`src/rtl/regfile_mp_if.sv`:
```
// Register-file bundle: two read ports with busy flags, write port, issue port, clear request.
// master: drives addresses, write/issue/clear strobes and samples data, busy and ready.
// slave:  the register file itself.
interface regfile_mp_if #(
    parameter int DATA_W = 32,
    parameter int ADDR_W = 5
);
    logic [ADDR_W-1:0] rd1_addr;
    logic [ADDR_W-1:0] rd2_addr;
    logic [DATA_W-1:0] rd1_data;
    logic [DATA_W-1:0] rd2_data;
    logic              rd1_busy;
    logic              rd2_busy;
    logic              wr_en;
    logic [ADDR_W-1:0] wr_addr;
    logic [DATA_W-1:0] wr_data;
    logic              iss_en;
    logic [ADDR_W-1:0] iss_addr;
    logic              clr_req;
    logic              ready;

    modport master (
        output rd1_addr, rd2_addr, wr_en, wr_addr, wr_data, iss_en, iss_addr, clr_req,
        input  rd1_data, rd2_data, rd1_busy, rd2_busy, ready
    );

    modport slave (
        input  rd1_addr, rd2_addr, wr_en, wr_addr, wr_data, iss_en, iss_addr, clr_req,
        output rd1_data, rd2_data, rd1_busy, rd2_busy, ready
    );
endinterface

```
`src/rtl/regfile_mp.sv`:
```
// Purpose: 2-read/1-write register file with per-register pending-write scoreboard and a sweep clear.
// Latency: reads are combinational with same-cycle write bypass; writes/issues land on the next edge.
// Backpressure: ready drops for exactly DEPTH cycles during a clear; inputs are ignored meanwhile.
// Ports: clk, rst_n (async active-low), bus (regfile_mp_if.slave): rd1/rd2 addr->data+busy,
//        wr_en/wr_addr/wr_data, iss_en/iss_addr, clr_req, ready.
module regfile_mp #(
    parameter int DATA_W   = 32,
    parameter int ADDR_W   = 5,
    parameter int ZERO_REG = 1
) (
    input  logic          clk,
    input  logic          rst_n,
    regfile_mp_if.slave   bus
);
    localparam int DEPTH = 1 << ADDR_W;

    typedef enum logic {IDLE, CLEAR} state_t;

    state_t            state_q;
    state_t            state_d;
    logic [ADDR_W-1:0] cnt_q;
    logic [DATA_W-1:0] mem [DEPTH];
    logic [DEPTH-1:0]  busy_q;

    logic idle;
    logic wr_ok;
    logic iss_ok;
    logic wr_fire;
    logic iss_fire;
    logic clr_start;
    logic cnt_last;

    logic [DATA_W-1:0] rd1_data;
    logic [DATA_W-1:0] rd2_data;
    logic              rd1_busy;
    logic              rd2_busy;
    logic              ready;

    // Register 0 is hardwired when ZERO_REG is set: no writes, issues or bypass to it.
    assign wr_ok     = (ZERO_REG == 0) || (bus.wr_addr != '0);
    assign iss_ok    = (ZERO_REG == 0) || (bus.iss_addr != '0);
    assign idle      = (state_q == IDLE);
    // A clear request in the same cycle wins: the write/issue is dropped.
    assign wr_fire   = idle && bus.wr_en  && !bus.clr_req && wr_ok;
    assign iss_fire  = idle && bus.iss_en && !bus.clr_req && iss_ok;
    assign clr_start = idle && bus.clr_req;
    assign cnt_last  = (cnt_q == {ADDR_W{1'b1}});

    // State register
    always_ff @(posedge clk or negedge rst_n) begin
        if (!rst_n) begin
            state_q <= IDLE;
        end else begin
            state_q <= state_d;
        end
    end

    // Next state and ready
    always_comb begin
        state_d = state_q;
        ready   = 1'b0;
        case (state_q)
            IDLE: begin
                ready = 1'b1;
                if (bus.clr_req) begin
                    state_d = CLEAR;
                end
            end
            CLEAR: begin
                if (cnt_last) begin
                    state_d = IDLE;
                end
            end
            default: state_d = IDLE;
        endcase
    end

    // Sweep index: starts at 0 on entry, leaves CLEAR after writing DEPTH-1, parks back at 0.
    always_ff @(posedge clk or negedge rst_n) begin
        if (!rst_n) begin
            cnt_q <= '0;
        end else if (state_q == CLEAR) begin
            cnt_q <= cnt_last ? '0 : cnt_q + 1'b1;
        end
    end

    // Storage
    always_ff @(posedge clk or negedge rst_n) begin
        if (!rst_n) begin
            for (int i = 0; i < DEPTH; i++) begin
                mem[i] <= '0;
            end
        end else if (state_q == CLEAR) begin
            mem[cnt_q] <= '0;
        end else if (wr_fire) begin
            mem[bus.wr_addr] <= bus.wr_data;
        end
    end

    // Scoreboard: clear on write, then set on issue so a same-address issue wins.
    always_ff @(posedge clk or negedge rst_n) begin
        if (!rst_n) begin
            busy_q <= '0;
        end else if (clr_start) begin
            busy_q <= '0;
        end else begin
            if (wr_fire) begin
                busy_q[bus.wr_addr] <= 1'b0;
            end
            if (iss_fire) begin
                busy_q[bus.iss_addr] <= 1'b1;
            end
        end
    end

    // Read port 1: forced to 0 while clearing; bypass masks busy so the consumer need not stall.
    always_comb begin
        rd1_data = '0;
        rd1_busy = 1'b0;
        if (idle) begin
            if (wr_fire && (bus.wr_addr == bus.rd1_addr)) begin
                rd1_data = bus.wr_data;
            end else if ((ZERO_REG == 0) || (bus.rd1_addr != '0)) begin
                rd1_data = mem[bus.rd1_addr];
            end
            rd1_busy = busy_q[bus.rd1_addr] && !(wr_fire && (bus.wr_addr == bus.rd1_addr));
        end
    end

    // Read port 2: identical to port 1.
    always_comb begin
        rd2_data = '0;
        rd2_busy = 1'b0;
        if (idle) begin
            if (wr_fire && (bus.wr_addr == bus.rd2_addr)) begin
                rd2_data = bus.wr_data;
            end else if ((ZERO_REG == 0) || (bus.rd2_addr != '0)) begin
                rd2_data = mem[bus.rd2_addr];
            end
            rd2_busy = busy_q[bus.rd2_addr] && !(wr_fire && (bus.wr_addr == bus.rd2_addr));
        end
    end

    assign bus.rd1_data = rd1_data;
    assign bus.rd2_data = rd2_data;
    assign bus.rd1_busy = rd1_busy;
    assign bus.rd2_busy = rd2_busy;
    assign bus.ready    = ready;
endmodule

```
`src/flat_wrapper.sv`:
```
// flat-port wrapper written by rule: the top's interface ports become plain ports
module regfile_mp_flat 
#(
    parameter int DATA_W   = 32,
    parameter int ADDR_W   = 5,
    parameter int ZERO_REG = 1
)
  (clk, rst_n, bus_rd1_addr, bus_rd2_addr, bus_wr_en, bus_wr_addr, bus_wr_data, bus_iss_en, bus_iss_addr, bus_clr_req, bus_rd1_data, bus_rd2_data, bus_rd1_busy, bus_rd2_busy, bus_ready);
  regfile_mp_if #(.DATA_W(DATA_W), .ADDR_W(ADDR_W)) bus_i ();
  input  logic clk;
  input  logic rst_n;
  input wire logic [$bits(bus_i.rd1_addr)-1:0] bus_rd1_addr;
  input wire logic [$bits(bus_i.rd2_addr)-1:0] bus_rd2_addr;
  input wire logic [$bits(bus_i.wr_en)-1:0] bus_wr_en;
  input wire logic [$bits(bus_i.wr_addr)-1:0] bus_wr_addr;
  input wire logic [$bits(bus_i.wr_data)-1:0] bus_wr_data;
  input wire logic [$bits(bus_i.iss_en)-1:0] bus_iss_en;
  input wire logic [$bits(bus_i.iss_addr)-1:0] bus_iss_addr;
  input wire logic [$bits(bus_i.clr_req)-1:0] bus_clr_req;
  output wire logic [$bits(bus_i.rd1_data)-1:0] bus_rd1_data;
  output wire logic [$bits(bus_i.rd2_data)-1:0] bus_rd2_data;
  output wire logic [$bits(bus_i.rd1_busy)-1:0] bus_rd1_busy;
  output wire logic [$bits(bus_i.rd2_busy)-1:0] bus_rd2_busy;
  output wire logic [$bits(bus_i.ready)-1:0] bus_ready;
  assign bus_i.rd1_addr = bus_rd1_addr;
  assign bus_i.rd2_addr = bus_rd2_addr;
  assign bus_i.wr_en = bus_wr_en;
  assign bus_i.wr_addr = bus_wr_addr;
  assign bus_i.wr_data = bus_wr_data;
  assign bus_i.iss_en = bus_iss_en;
  assign bus_i.iss_addr = bus_iss_addr;
  assign bus_i.clr_req = bus_clr_req;
  assign bus_rd1_data = bus_i.rd1_data;
  assign bus_rd2_data = bus_i.rd2_data;
  assign bus_rd1_busy = bus_i.rd1_busy;
  assign bus_rd2_busy = bus_i.rd2_busy;
  assign bus_ready = bus_i.ready;
  regfile_mp #(.DATA_W(DATA_W), .ADDR_W(ADDR_W), .ZERO_REG(ZERO_REG)) u_core (.clk(clk), .rst_n(rst_n), .bus(bus_i));
endmodule
```
`config.mk`:
```
export PLATFORM = sky130hd
export DESIGN_NAME = regfile_mp_flat
export DESIGN_NICKNAME = d
export VERILOG_FILES = /design/src/rtl/regfile_mp_if.sv /design/src/rtl/regfile_mp.sv /design/src/flat_wrapper.sv
export SDC_FILE = /design/constraint.sdc
export NUM_CORES = 2
export LEC_CHECK = 0
export ABC_CLOCK_PERIOD_IN_PS = 5700
export BUFFER_PORTS_ARGS = -buffer_cell sky130_fd_sc_hd__buf_2
export CAP_MARGIN = 0
export CELL_PAD_IN_SITES_DETAIL_PLACEMENT = 0
export CELL_PAD_IN_SITES_GLOBAL_PLACEMENT = 1
export CORE_MARGIN = 5
export CORE_UTILIZATION = 24
export DETAILED_ROUTE_END_ITERATION = 16
export PLACE_DENSITY = 0.51
export SYNTH_ARGS = -nofsm -noshare
export SYNTH_HDL_FRONTEND = slang
export SYNTH_SLANG_ARGS = --single-unit
```
`constraint.sdc`:
```
create_clock -name clk -period 5.7 [get_ports clk]
set_input_delay 0.855 -clock clk [delete_from_list [all_inputs] [get_ports clk]]
set_output_delay 0.855 -clock clk [all_outputs]
set_load 0.05 [all_outputs]
```
; ---- Yosys cells after proc, flatten, opt, wreduce, memory -nomap -nowiden
; Cells that the tools add are included.
[word_totals]
regBits = 1062
in_bits = 57
output_inout_bits = 67
word_cells = 122
[classes]
addsub = 1
order_cmp = 12
eq_ne = 3
muxes = 38
bitwise_logic = 10
reduce_logical = 23
[op_table]
columns = operator, n
row1 = 1024-bit 2-to-1 mux, 2
row2 = 1024-bit bitwise AND, 1
row3 = 1024-bit bitwise mux, 1
row4 = 1024-bit NOT, 1
row5 = 32-bit 2-to-1 mux, 16
row6 = 32-bit binary-select mux with 5-bit select, 2
row7 = 32-bit demux with 5-bit select, 2
row8 = 32-bit bitwise AND, 1
row9 = 32-bit NOT, 1
row10 = 32-bit bitwise OR, 1
row11 = 6-bit greater-or-equal comparator (second input constant), 4
row12 = 5-bit by 6-bit < comparator with 1-bit output (second input constant), 4
row13 = 5-bit NOT with 6-bit output, 4
row14 = 5-bit nonzero test, 4
row15 = 1-bit logical AND, 15
row16 = 6-bit by 1-bit < comparator with 1-bit output (second input constant), 2
row17 = 1-bit binary-select mux with 5-bit select, 2
row18 = 1-bit demux with 5-bit select, 2
row19 = 5-bit equality test, 2
row20 = 5-bit by 1-bit greater-or-equal comparator with 1-bit output (second input constant), 2
row21 = 1-bit 2-to-1 mux, 9
row22 = 5-bit by 1-bit adder with 5-bit output (second input constant), 1
row23 = 5-bit equality test (second input constant), 1
row24 = 5-bit 2-to-1 mux, 1
row25 = 4 further kinds, 6

; ---- Logic depth before layout (Yosys ltp)
[logic_depth]
word_depth = 11
ltp_mapped = 9
depth_no_buf = 6

; ---- Worst setup path after synthesis
; OpenSTA, ideal clock, no wires.
[synth_timing]
path_type = input to output
from = in bus_wr_addr[4]
to = out bus_rd1_busy
arrival_time_ns = 3.298
required_time_ns = 4.845
path_slack_ns = 1.547
stages = 7
n_path_buf = 3
path_cell_list = buf_2 -> or3_1 -> buf_2 -> o31ai_4 -> nor3_1 -> clkbuf_1 -> nor3_1
[synth_via]
elab_chain_cells = 6
word_cells_on_any_way = 7
cone_classes = 1 x eq/ne / 1 x mux / 5 x reduce/logical
[synth_rtl]
columns = item, line
row1 = "start, declared", flat_wrapper.sv:15  ; input wire logic [$bits(bus_i.wr_addr)-1:0] bus_wr_addr;
row2 = 5-bit nonzero test, regfile_mp.sv:40  ; assign wr_ok = (ZERO_REG == 0) || (bus.wr_addr != '0);
row3 = 1-bit logical AND, regfile_mp.sv:44  ; assign wr_fire = idle && bus.wr_en && !bus.clr_req && wr_ok;
row4 = 1-bit logical AND (*), regfile_mp.sv:126  ; rd1_busy = busy_q[bus.rd1_addr] && !(wr_fire && (bus.wr_addr == bus.rd1_addr));
row5 = 1-bit zero test (*), regfile_mp.sv:126
row6 = 1-bit logical AND (*), regfile_mp.sv:126
row7 = 1-bit 2-to-1 mux (*), regfile_mp.sv:120  ; if (idle) begin
row8 = "end, declared", flat_wrapper.sv:22  ; output wire logic [$bits(bus_i.rd1_busy)-1:0] bus_rd1_busy;
; Every way passes the cells marked *; elsewhere a longest branch is shown, timed or not.

; ---- Final worst setup path
[layout_timing]
from = in bus_wr_addr[4]
to = out bus_rd2_data[31]
[layout_via]
elab_chain_cells = 5
word_cells_on_any_way = 6
cone_classes = 1 x eq/ne / 2 x mux / 3 x reduce/logical
[layout_rtl]
columns = item, line
row1 = 5-bit nonzero test, regfile_mp.sv:40
row2 = 1-bit logical AND, regfile_mp.sv:44
row3 = 1-bit logical AND (*), regfile_mp.sv:135  ; if (wr_fire && (bus.wr_addr == bus.rd2_addr)) begin
row4 = 32-bit 2-to-1 mux (*), regfile_mp.sv:135
row5 = 32-bit 2-to-1 mux (*), regfile_mp.sv:134  ; if (idle) begin
row6 = "end, declared", flat_wrapper.sv:21  ; output wire logic [$bits(bus_i.rd2_data)-1:0] bus_rd2_data;
; Marks and branches as above.

==> flow_metrics.py <==
metrics = {
    "clock_tree": {
        "holdBufCountCts": 0,
        "clk_pin_slew_ps": 60,
        "cts_max_path_buffers": 3,
        "cts_resized": 0,
        "tritoncts": "yes",
        "cts_setup_buffers": 0,
        "root_buffer": "clkbuf_16",
        "clk_latency_ps": 780,
        "h-tree-depth": 3,
        "numCtsBuffers": 114,
        "cts.sinks": 1062,
    },
    "synthesis": {
        "seq_area_frac_synth_pct": 48.0,
        "yosys_warnings": 0,
        "ys_types": 51,
        "yosys.area_share.simple_pct": 3.17,
        "synth_xor_area_share_pct": 0.158,
        "syn-cell-area_um2": 55400,
        "syn_area_per_cell_um2": 14.7,
        "synth_edf_count": 0,
        "synth_cells": 3775,
        "synth_flop_cell": "dfrtp_1",
        "yosys_register_bits": 1062,
        "synthMuxAreaShare_pct": 24.2,
        "synth-compound-area-share_pct": 20.0,
        "synth_top_family_by_area": "multiplexers",
        "synth-adder-area-share_pct": 0.113,
        "syn_nets": 3837,
        "async_reset_ff_share_pct": 100,
    },
    "route": {
        "antenna_left": 0,
        "vias": 39900,
        "drt_iter0_drc": 4106,
        "drc": 0,
        "routedWlPerCell_um": 35.5,
        "dr.pass1.iters": 6,
        "routed_via_density": 5.90,
        "drt_wl_total_um": 240000,
    },
    "job": {
        "drv_cap": 0,
    },
    "pwr": {
        "switchingPower_w": 0.00544,
        "pwr-share-clk_pct": 42.7,
        "power.internal_w": 0.0130,
        "pwr-share-comb_pct": 14.2,
        "peakVddDrop_mv": 0.240,
        "leakagePower_nw": 26.7,
        "pwr-share-seq_pct": 43.1,
        "swShare_pct": 29.5,
        "p_per_area_nw_per_um2": 291,
    },
    "timing": {
        "finalHoldViolations": 0,
        "timing.final.max_slew_violations": 0,
        "rsz0062_at_grt": "no",
        "finClkSkew_ps": 32.3,
        "final-setup-viol-count": 0,
        "finalCriticalPeriod_ps": 5280,
        "relSlewSlack_pct": 11.1,
        "worstMarginPinSlew_ps": 1320,
        "max_freq_ghz": 0.189,
        "period_share_pct": 92.7,
        "setup-tns-final_ps": 0,
    },
    "floorplan": {
        "die_y_um": 490,
        "dieArea_um2": 241000,
        "initial_core_util_pct": 24.1,
        "row_count": 176,
        "die_w_um": 490,
        "io_pins": 124,
        "coreArea_um2": 230000,
    },
    "placed_design": {
        "place_congestion": 0.818,
        "dpl.hpwl_um": 138000,
        "io_buffers": 123,
        "placed_area_um2": 59400,
    },
    "worst_setup_path": {
        "critPathArrivalTime_ps": 4430,
        "path_class": "primary input to primary output",
        "required_ps": 4850,
        "worstSetupStartpointType": "primary input",
        "path_max_fanout": 33,
        "cp-end-kind": "primary output",
        "reg2reg_depth": 6,
    },
    "layout": {
        "fin_nets": 3685,
        "num-fill-cells": 23200,
        "drive_above_1_share_pct": 30.6,
        "stdcell_area_um2": 63200,
        "syn2layout_area_growth_pct": 14.1,
    },
    "global_routing": {
        "grt_max_degree": 156,
        "grt_antenna_before_repair": 22,
        "grt_overflow": 0,
        "track_usage_pct": 19.4,
        "grt_pass1_vias": 40500,
        "grt_first_pass_wirelength_um": 337000,
    },
    "hold_path": {
        "hold_path_class": "primary input to async pin",
    },
    "run_status": {
        "status": "completed",
    },
}
-- worst paths after layout --
kind,start,to,slack [ps]
worst max-delay path,bus_wr_addr[4],bus_rd2_data[31],420
worst min-delay path,rst_n,u_core.mem[120],120
worst max register to register,u_core.state_q,u_core.mem[336],2130
worst min register to register,u_core.mem[1011],u_core.mem[1011],510
max in group asynchronous,rst_n,u_core.mem[980],4070
min in group clk,u_core.mem[1011],u_core.mem[1011],510
-- metrics by stage --
step / util, % / hold WS (ps) / setup slack [ps] / std cells / total power, W
2_1_floorplan: - / 467 / 1550 / 3775 / 0.00934
3_3_place_gp: 25.8 / 484 / 401 / 6533 / 0.0107
3_5_place_dp: 25.8 / 490 / 376 / 6533 / 0.0107
4_1_cts: 27.5 / 123 / 381 / 6744 / 0.0185
5_1_grt: 27.5 / 150 / 435 / 6751 / 0.0190
6_report: 27.5 / 123 / 419 / 6753 / 0.0184
-- sequential cells by signal, indices dropped and copies added, names as in the netlist --
| register | cells |
|---|---|
| u_core.state_q | 1 |
| u_core.mem | 1024 |
| u_core.cnt_q | 5 |
| u_core.busy_q | 32 |
-- routing by layer --
layer	up-vias	routed length [µm]	global-route usage, %
li1	15200	-	-
met1	22000	100000	26.5
met2	2172	110000	30.0
met3	459	19300	4.23
met4	0	10100	7.49
met5	-	0	0
-- critical path: stages --
cell      delay (ps)
buf_2            160
or3_1            560
o31ai_4          470
o31ai_4          150
buf_4            410
a211oi_1        1170
a221o_1          320
buf_2            290
-- synth_stat cells, drive strengths merged, types with 2 or more instances --
cell type / n / area [µm²]
a211o: 32 / 280
a211oi: 36 / 270
a21oi: 93 / 465
a221o: 32 / 320
a22o: 992 / 8690
a22oi: 126 / 946
and2: 39 / 244
and3: 2 / 12.5
and3b: 2 / 17.5
and4: 4 / 35.0
buf: 258 / 1330
clkbuf: 278 / 1040
dfrtp: 1062 / 26600
ha: 5 / 62.6
inv: 6 / 22.5
mux2i: 3 / 30.0
mux4: 594 / 13400
nand2: 12 / 45.0
nand2b: 6 / 37.5
nand3: 4 / 20.0
nand3b: 3 / 22.5
nor2: 42 / 160
nor2b: 72 / 450
nor3: 7 / 35.0
nor3b: 6 / 50.1
nor4: 28 / 581
o21ai: 4 / 20.0
o31ai: 4 / 53.8
or3: 2 / 12.5
or3b: 3 / 26.3
xnor2: 10 / 87.6
-- cells by family after synthesis --
logic type / count (synthesis)
AO/OA/AOI/OAI: 1325
adder cells (fa/ha/maj): 5
buffers and inverters: 542
XOR/XNOR: 10
multiplexers: 598
flip-flops: 1062
AND/OR/NAND/NOR: 233
-- layout by cell type, fill, tap and decap left out, drive strengths merged, types with 5 or more instances in the layout --
cell,instances
a211o,32
a211oi,36
a21oi,93
a221o,32
a22o,992
a22oi,126
and2,39
buf,268
bufinv,10
clkbuf,164
clkinv,32
dfrtp,1062
diode,9
ha,5
inv,9
mux4,594
nand2,12
nand2b,6
nor2,42
nor2b,72
nor3,7
nor3b,6
nor4,28
xnor2,10
-- layout make-up --
class / count / area, µm² / share of cell area, %
antenna: 9 / 22.5 / 0.0356
clock inverter: 47 / 502 / 0.794
sequential: 1062 / 26600 / 42.0
clock buffer: 164 / 3340 / 5.29
tap: 3026 / 3790 / 5.99
inverter: 6 / 22.5 / 0.0356
multi-input combinational: 2171 / 26900 / 42.5
timing repair buffer: 268 / 2080 / 3.29
-- power by group through the flow --
| stage | combinational [W] | sequential [W] | clock (W) |
|---|---|---|---|
| 2_1_floorplan | 0.00136 | 0.00799 | 0 |
| 3_3_place_gp | 0.00261 | 0.00806 | 0 |
| 3_5_place_dp | 0.00261 | 0.00806 | 0 |
| 4_1_cts | 0.00261 | 0.00792 | 0.00801 |
| 5_1_grt | 0.00271 | 0.00795 | 0.00830 |
| 6_report | 0.00262 | 0.00793 | 0.00787 |
Note: power is estimated with default switching activity, not from simulation.
